===== src/rtl/mips_pkg.sv =====
// Shared constants for the MIPS-style datapath: widths and ALU control codes.
package mips_pkg;

  localparam int DATA_W_DEF = 32;
  localparam int REG_AW_DEF = 5;
  localparam int IMM_W      = 16;
  localparam int ALU_CTRL_W = 4;

  localparam logic [ALU_CTRL_W-1:0] ALU_AND = 4'd0;
  localparam logic [ALU_CTRL_W-1:0] ALU_OR  = 4'd1;
  localparam logic [ALU_CTRL_W-1:0] ALU_ADD = 4'd2;
  localparam logic [ALU_CTRL_W-1:0] ALU_SUB = 4'd6;
  localparam logic [ALU_CTRL_W-1:0] ALU_SLT = 4'd7;
  localparam logic [ALU_CTRL_W-1:0] ALU_NOR = 4'd12;

endpackage


===== src/rtl/operand_fwd_mux.sv =====
// Resolves one source register value through EX, MEM and WB forwarding; r0 always reads 0.
module operand_fwd_mux #(
  parameter int W  = 32,
  parameter int RA = 5
) (
  input  logic [RA-1:0] src_addr,
  input  logic [W-1:0]  rf_data,
  input  logic          ex_en,
  input  logic [RA-1:0] ex_addr,
  input  logic [W-1:0]  ex_data,
  input  logic          mem_en,
  input  logic [RA-1:0] mem_addr,
  input  logic [W-1:0]  mem_data,
  input  logic          wb_en,
  input  logic [RA-1:0] wb_addr,
  input  logic [W-1:0]  wb_data,
  output logic [W-1:0]  fwd_data
);

  // Youngest producer wins; earlier branches shadow older stages.
  always_comb begin
    fwd_data = rf_data;
    if (src_addr == '0)
      fwd_data = '0;
    else if (ex_en && ex_addr == src_addr)
      fwd_data = ex_data;
    else if (mem_en && mem_addr == src_addr)
      fwd_data = mem_data;
    else if (wb_en && wb_addr == src_addr)
      fwd_data = wb_data;
  end

endmodule


===== src/rtl/alu_operand_stage.sv =====
// ID/EX register in front of the ALU: operand forwarding, immediate extension,
// load-use stall and bubble insertion.
module alu_operand_stage
  import mips_pkg::*;
#(
  parameter int W  = 32,
  parameter int RA = 5
) (
  input  logic          clk,
  input  logic          reset,
  input  logic          in_valid,
  output logic          in_ready,
  input  logic [RA-1:0] rs_addr,
  input  logic [RA-1:0] rt_addr,
  input  logic [W-1:0]  rs_data,
  input  logic [W-1:0]  rt_data,
  input  logic [15:0]   imm16,
  input  logic          alu_src,
  input  logic          imm_zext,
  input  logic [3:0]    alu_ctrl_in,
  input  logic [RA-1:0] dest_in,
  input  logic          reg_write_in,
  input  logic          mem_read_in,
  input  logic          mem_write_in,
  input  logic [W-1:0]  ex_result,
  input  logic          mem_fwd_en,
  input  logic [RA-1:0] mem_fwd_addr,
  input  logic [W-1:0]  mem_fwd_data,
  input  logic          wb_fwd_en,
  input  logic [RA-1:0] wb_fwd_addr,
  input  logic [W-1:0]  wb_fwd_data,
  input  logic          flush,
  output logic          out_valid,
  input  logic          out_ready,
  output logic [W-1:0]  op_a,
  output logic [W-1:0]  op_b,
  output logic [3:0]    alu_ctrl,
  output logic [W-1:0]  store_data,
  output logic [RA-1:0] dest,
  output logic          reg_write,
  output logic          mem_read,
  output logic          mem_write
);

  function automatic logic [W-1:0] ext_imm(input logic [15:0] imm, input logic zext);
    return zext ? {{(W-16){1'b0}}, imm} : {{(W-16){imm[15]}}, imm};
  endfunction

  logic          out_valid_q, out_valid_d;
  logic [W-1:0]  op_a_q, op_a_d;
  logic [W-1:0]  op_b_q, op_b_d;
  logic [3:0]    alu_ctrl_q, alu_ctrl_d;
  logic [W-1:0]  store_data_q, store_data_d;
  logic [RA-1:0] dest_q, dest_d;
  logic          reg_write_q, reg_write_d;
  logic          mem_read_q, mem_read_d;
  logic          mem_write_q, mem_write_d;

  logic          adv, hz, ex_fwd_en;
  logic [W-1:0]  rs_fwd, rt_fwd;

  assign adv       = !out_valid_q || out_ready;
  // A store's rt is read as data, so it depends on the load even with alu_src set.
  assign hz        = in_valid && out_valid_q && mem_read_q && (dest_q != '0) &&
                     ((dest_q == rs_addr) ||
                      ((dest_q == rt_addr) && (!alu_src || mem_write_in)));
  assign in_ready  = adv && !hz && !flush;
  assign ex_fwd_en = out_valid_q && reg_write_q && !mem_read_q;

  operand_fwd_mux #(.W(W), .RA(RA)) u_fwd_rs (
    .src_addr (rs_addr),      .rf_data  (rs_data),
    .ex_en    (ex_fwd_en),    .ex_addr  (dest_q),       .ex_data  (ex_result),
    .mem_en   (mem_fwd_en),   .mem_addr (mem_fwd_addr), .mem_data (mem_fwd_data),
    .wb_en    (wb_fwd_en),    .wb_addr  (wb_fwd_addr),  .wb_data  (wb_fwd_data),
    .fwd_data (rs_fwd)
  );

  operand_fwd_mux #(.W(W), .RA(RA)) u_fwd_rt (
    .src_addr (rt_addr),      .rf_data  (rt_data),
    .ex_en    (ex_fwd_en),    .ex_addr  (dest_q),       .ex_data  (ex_result),
    .mem_en   (mem_fwd_en),   .mem_addr (mem_fwd_addr), .mem_data (mem_fwd_data),
    .wb_en    (wb_fwd_en),    .wb_addr  (wb_fwd_addr),  .wb_data  (wb_fwd_data),
    .fwd_data (rt_fwd)
  );

  always_comb begin
    out_valid_d  = out_valid_q;
    op_a_d       = op_a_q;
    op_b_d       = op_b_q;
    alu_ctrl_d   = alu_ctrl_q;
    store_data_d = store_data_q;
    dest_d       = dest_q;
    reg_write_d  = reg_write_q;
    mem_read_d   = mem_read_q;
    mem_write_d  = mem_write_q;
    if (flush) begin
      out_valid_d = 1'b0;
      reg_write_d = 1'b0;
      mem_read_d  = 1'b0;
      mem_write_d = 1'b0;
    end else if (adv && in_valid && !hz) begin
      out_valid_d  = 1'b1;
      op_a_d       = rs_fwd;
      op_b_d       = alu_src ? ext_imm(imm16, imm_zext) : rt_fwd;
      alu_ctrl_d   = alu_ctrl_in;
      store_data_d = rt_fwd;
      dest_d       = dest_in;
      reg_write_d  = reg_write_in;
      mem_read_d   = mem_read_in;
      mem_write_d  = mem_write_in;
    end else if (adv) begin
      out_valid_d = 1'b0;
      reg_write_d = 1'b0;
      mem_read_d  = 1'b0;
      mem_write_d = 1'b0;
    end
  end

  always_ff @(posedge clk) begin
    if (reset) begin
      out_valid_q  <= 1'b0;
      op_a_q       <= '0;
      op_b_q       <= '0;
      alu_ctrl_q   <= '0;
      store_data_q <= '0;
      dest_q       <= '0;
      reg_write_q  <= 1'b0;
      mem_read_q   <= 1'b0;
      mem_write_q  <= 1'b0;
    end else begin
      out_valid_q  <= out_valid_d;
      op_a_q       <= op_a_d;
      op_b_q       <= op_b_d;
      alu_ctrl_q   <= alu_ctrl_d;
      store_data_q <= store_data_d;
      dest_q       <= dest_d;
      reg_write_q  <= reg_write_d;
      mem_read_q   <= mem_read_d;
      mem_write_q  <= mem_write_d;
    end
  end

  assign out_valid  = out_valid_q;
  assign op_a       = op_a_q;
  assign op_b       = op_b_q;
  assign alu_ctrl   = alu_ctrl_q;
  assign store_data = store_data_q;
  assign dest       = dest_q;
  assign reg_write  = reg_write_q;
  assign mem_read   = mem_read_q;
  assign mem_write  = mem_write_q;

endmodule


===== config.mk =====
export PLATFORM = sky130hd
export DESIGN_NAME = alu_operand_stage
export DESIGN_NICKNAME = d
export VERILOG_FILES = /design/src/rtl/mips_pkg.sv /design/src/rtl/operand_fwd_mux.sv /design/src/rtl/alu_operand_stage.sv
export SDC_FILE = /design/constraint.sdc
export NUM_CORES = 1
export LEC_CHECK = 0
export ABC_CLOCK_PERIOD_IN_PS = 2050
export BUFFER_PORTS_ARGS = -buffer_cell sky130_fd_sc_hd__buf_2
export CAP_MARGIN = 20
export CORE_MARGIN = 2
export CORE_UTILIZATION = 40
export DETAILED_ROUTE_END_ITERATION = 12
export PLACE_DENSITY = 0.81
export SETUP_SLACK_MARGIN = 0.4
export SYNTH_ARGS = -nofsm -noshare
export SYNTH_HDL_FRONTEND = slang
export SYNTH_SLANG_ARGS = --single-unit
export TNS_END_PERCENT = 1

===== constraint.sdc =====
create_clock -name clk -period 2.05 [get_ports clk]
set_input_delay 0.41 -clock clk [delete_from_list [all_inputs] [get_ports clk]]
set_output_delay 0.41 -clock clk [all_outputs]
set_load 0.02 [all_outputs]

==> qor.txt <==
Critical Path AT: 1.88 ns
Async SR Flop Fraction: 0%
Die ar.: 18,200 um2
PortBufs: 326
Failing checks: negative setup slack
Synth unique cells: 55
Commonest non-fill, non-tap cell in the layout: buf_2
Core ar.: 16,700 um2
Top post-synthesis cells by area: dfxtp_1 32%, mux2_2 5.1%, o221ai_1 4.1%
1st-pass router iterations: 5
Cell Area, Synth: 6860 um2
Syn nets: 1,024
Post-layout min period: 2.29 ns
Residual DRC count: 0
GRT overflow: 0
Comb pwr share: 27.4%
DR WL/cell: 22.5 um
Required @ worst endpoint: 1.64 ns
CTS tree: yes
Initial core utilization: 41.1%
PD cells: 559 nW/um2
Worst Max-Slew Pin Slew: 0.682 ns
VDD IR max: 0.000404 V
Post-DRT Antenna Nets: 0
Layout area overhead: 48.4%
R2R Setup Slk: -0.05 ns
WL final: 31.0 mm
Top cell type's share of synthesized area: 31.8%
Detailed Place HPWL: 23.3 mm
Sequential area share after synthesis: 31.8%
Maxcap violations: 0
TritonCTS buffer count: 9
Final hold slack: 0.289 ns
Crit start category: flop
Max incr delay on CP: 0.36 ns
Final Skew: 0.00636 ns
Largest net degree at the start of global routing: 60
Vias in the first global route: 8,216
# setup viols final: 20
Outcome: finished with violations
CP max FO: 3
Pleak: 4.31 nW
Synth warnings: 0
Row cnt: 47
Worst-path cell chain: or3_1, o311a_1, o21a_4, buf_8, a21boi_4, buf_6
Syn Inst Count: 807
Post-DP Area: 9330 um2
Biggest area consumer among synthesized cells: dfxtp_1
FILL cells: 1,453
Cell area after layout: 10,200 um2
Worst-Skew Late Latency: 0.35 ns
Die W: 135 um
Die H: 135 um
Iteration-0 DRC Markers: 766
Seq pwr share: 40.8%
Number of synthesized flops with an enable pin: 0
Clock network power share: 31.7%
RSZ-0062 raised after global routing: yes
Initial antenna violation count: 2
Critical-path top delay cell: or3_1
Max-slew violations: 0
Worst hold path class: input port to flop
Syn Area/Cell: 8.51 um2
CTS root buf: clkbuf_16
Sw Pwr: 1.80 mW
GRT Total Usage: 32.5%
Number of H-tree levels: 3
Switching share of power: 31.7%
FMAX: 0.436 GHz
Clock Pin Slew Worst Setup and Hold Paths: 0.08 ns
Routed vias/inst: 6.24
Power Internal: 3.89 mW
Routability cong.: 0.943
Final Hold Fails: 0
Crit Path Category: flop to output port
Crit share post-route: 112%
Final worst slack: -0.245 ns
Vias: 8,600
Layout net count: 1,368
Sink Count: 109
Max clock buf depth: 2
Share of layout cells above drive strength 1: 49.0%
First-pass GRT wire length: 45.6 mm
Crit path capture type: output port
Yosys reg bits: 109
Number of placed I/O pins: 327
Primary FF master, synth: dfxtp_1
Max_slew headroom: 54.5%
Commonest cells after routing, fill and taps aside: 325 x buf_2, 103 x dfxtp_1, 65 x buf_4
==> power by group through the flow <==
stage	combinational [mW]	clock [mW]	sequential, mW
6_report	1.56	1.80	2.32
4_1_cts	1.51	1.83	2.32
3_3_place_gp	1.42	0	2.37
3_5_place_dp	1.43	0	2.37
5_1_grt	1.65	1.92	2.33
2_1_floorplan	0.574	0	2.51
==> area by class of cell <==
type	instances	area, um2	share of cell area [%]
antenna	3	7.51	0.0737
inverter	2	7.51	0.0737
clock inverter	5	61.3	0.602
tap	220	275	2.70
timing repair buffer	421	2660	26.2
multi-input combinational	608	4750	46.6
sequential	109	2190	21.5
clock buffer	11	233	2.28
==> worst paths after layout <==
check               from        to  cells past startpoint
max              dest[4]  in_ready                      6
max reg2reg      dest[0]  op_b[11]                      8
min reg2reg      op_a[6]   op_a[6]                      1
min          mem_read_in  mem_read                      2
==> kinds of logic after synthesis <==
kind of cell	after synthesis	synth area share, %
AO/OA/AOI/OAI	293	32.7
XOR/XNOR	30	3.83
buffers and inverters	90	5.94
flip-flops	109	31.8
multiplexers	44	7.00
AND/OR/NAND/NOR	241	18.8
==> synthesized netlist by cell type (all sizes together) (3+ instances only) <==
cell type / count
a32o: 3
dfxtp: 109
buf: 33
nor3: 26
o21ai: 39
a31oi: 14
and3: 6
o221ai: 32
xnor2: 22
o221a: 10
o2bb2ai: 32
a211oi: 25
mux2i: 12
nor2: 38
a311oi: 36
clkbuf: 55
or3: 40
a22oi: 5
a221oi: 17
and2: 17
nor4: 4
nand2: 40
mux2: 32
nand3: 38
xor2: 8
a21oi: 49
a22o: 17
o31ai: 5
nand4: 26
==> through the flow <==
stage,util [%],setup TNS [ns],worst slack [ns],total power [mW],instances
6_report,61.0,-0.654,-0.245,5.69,1379
5_1_grt,61.0,-4.04,-0.294,5.91,1378
3_5_place_dp,55.9,-21.60,-0.353,3.80,1354
4_1_cts,60.3,-3.11,-0.257,5.66,1374
3_3_place_gp,55.9,-18.73,-0.305,3.78,1354
2_1_floorplan,-,0,0.0745,3.09,807
==> flip-flops by register name, summed over array words and instances, names as in the netlist <==
signal / cells
op_a: 32
op_b: 32
store_data: 32
dest: 5
alu_ctrl: 4
mem_read: 1
mem_write: 1
out_valid: 1
reg_write: 1
==> critical path: cells and delay by family (launching register included) <==
| family | cells | cell delay (ns) |
|---|---|---|
| compound gates | 3 | 0.60 |
| buf+inv | 2 | 0.26 |
| flops | 1 | 0.32 |
| simple gates | 1 | 0.36 |
==> what timing repair did <==
action                     in CTS  in global routing
hold endpoints to repair        0                  0
setup buffers                   4                  2
hold buffers                    0                  0
cloned                          0                  0
setup endpoints to repair     109                110
resized for setup              71                 20
pin swaps                      76                 56
==> routing by layer <==
| metal | vias to the layer above | GRT usage [%] | wire length (um) |
|---|---|---|---|
| li1 | 3891 | - | - |
| met1 | 3966 | 40.0 | 11900 |
| met2 | 626 | 53.6 | 14500 |
| met3 | 117 | 6.83 | 3150 |
| met4 | 0 | 16.8 | 1520 |
| met5 | - | 0 | 0 |
(Power assumes the default switching activity.)
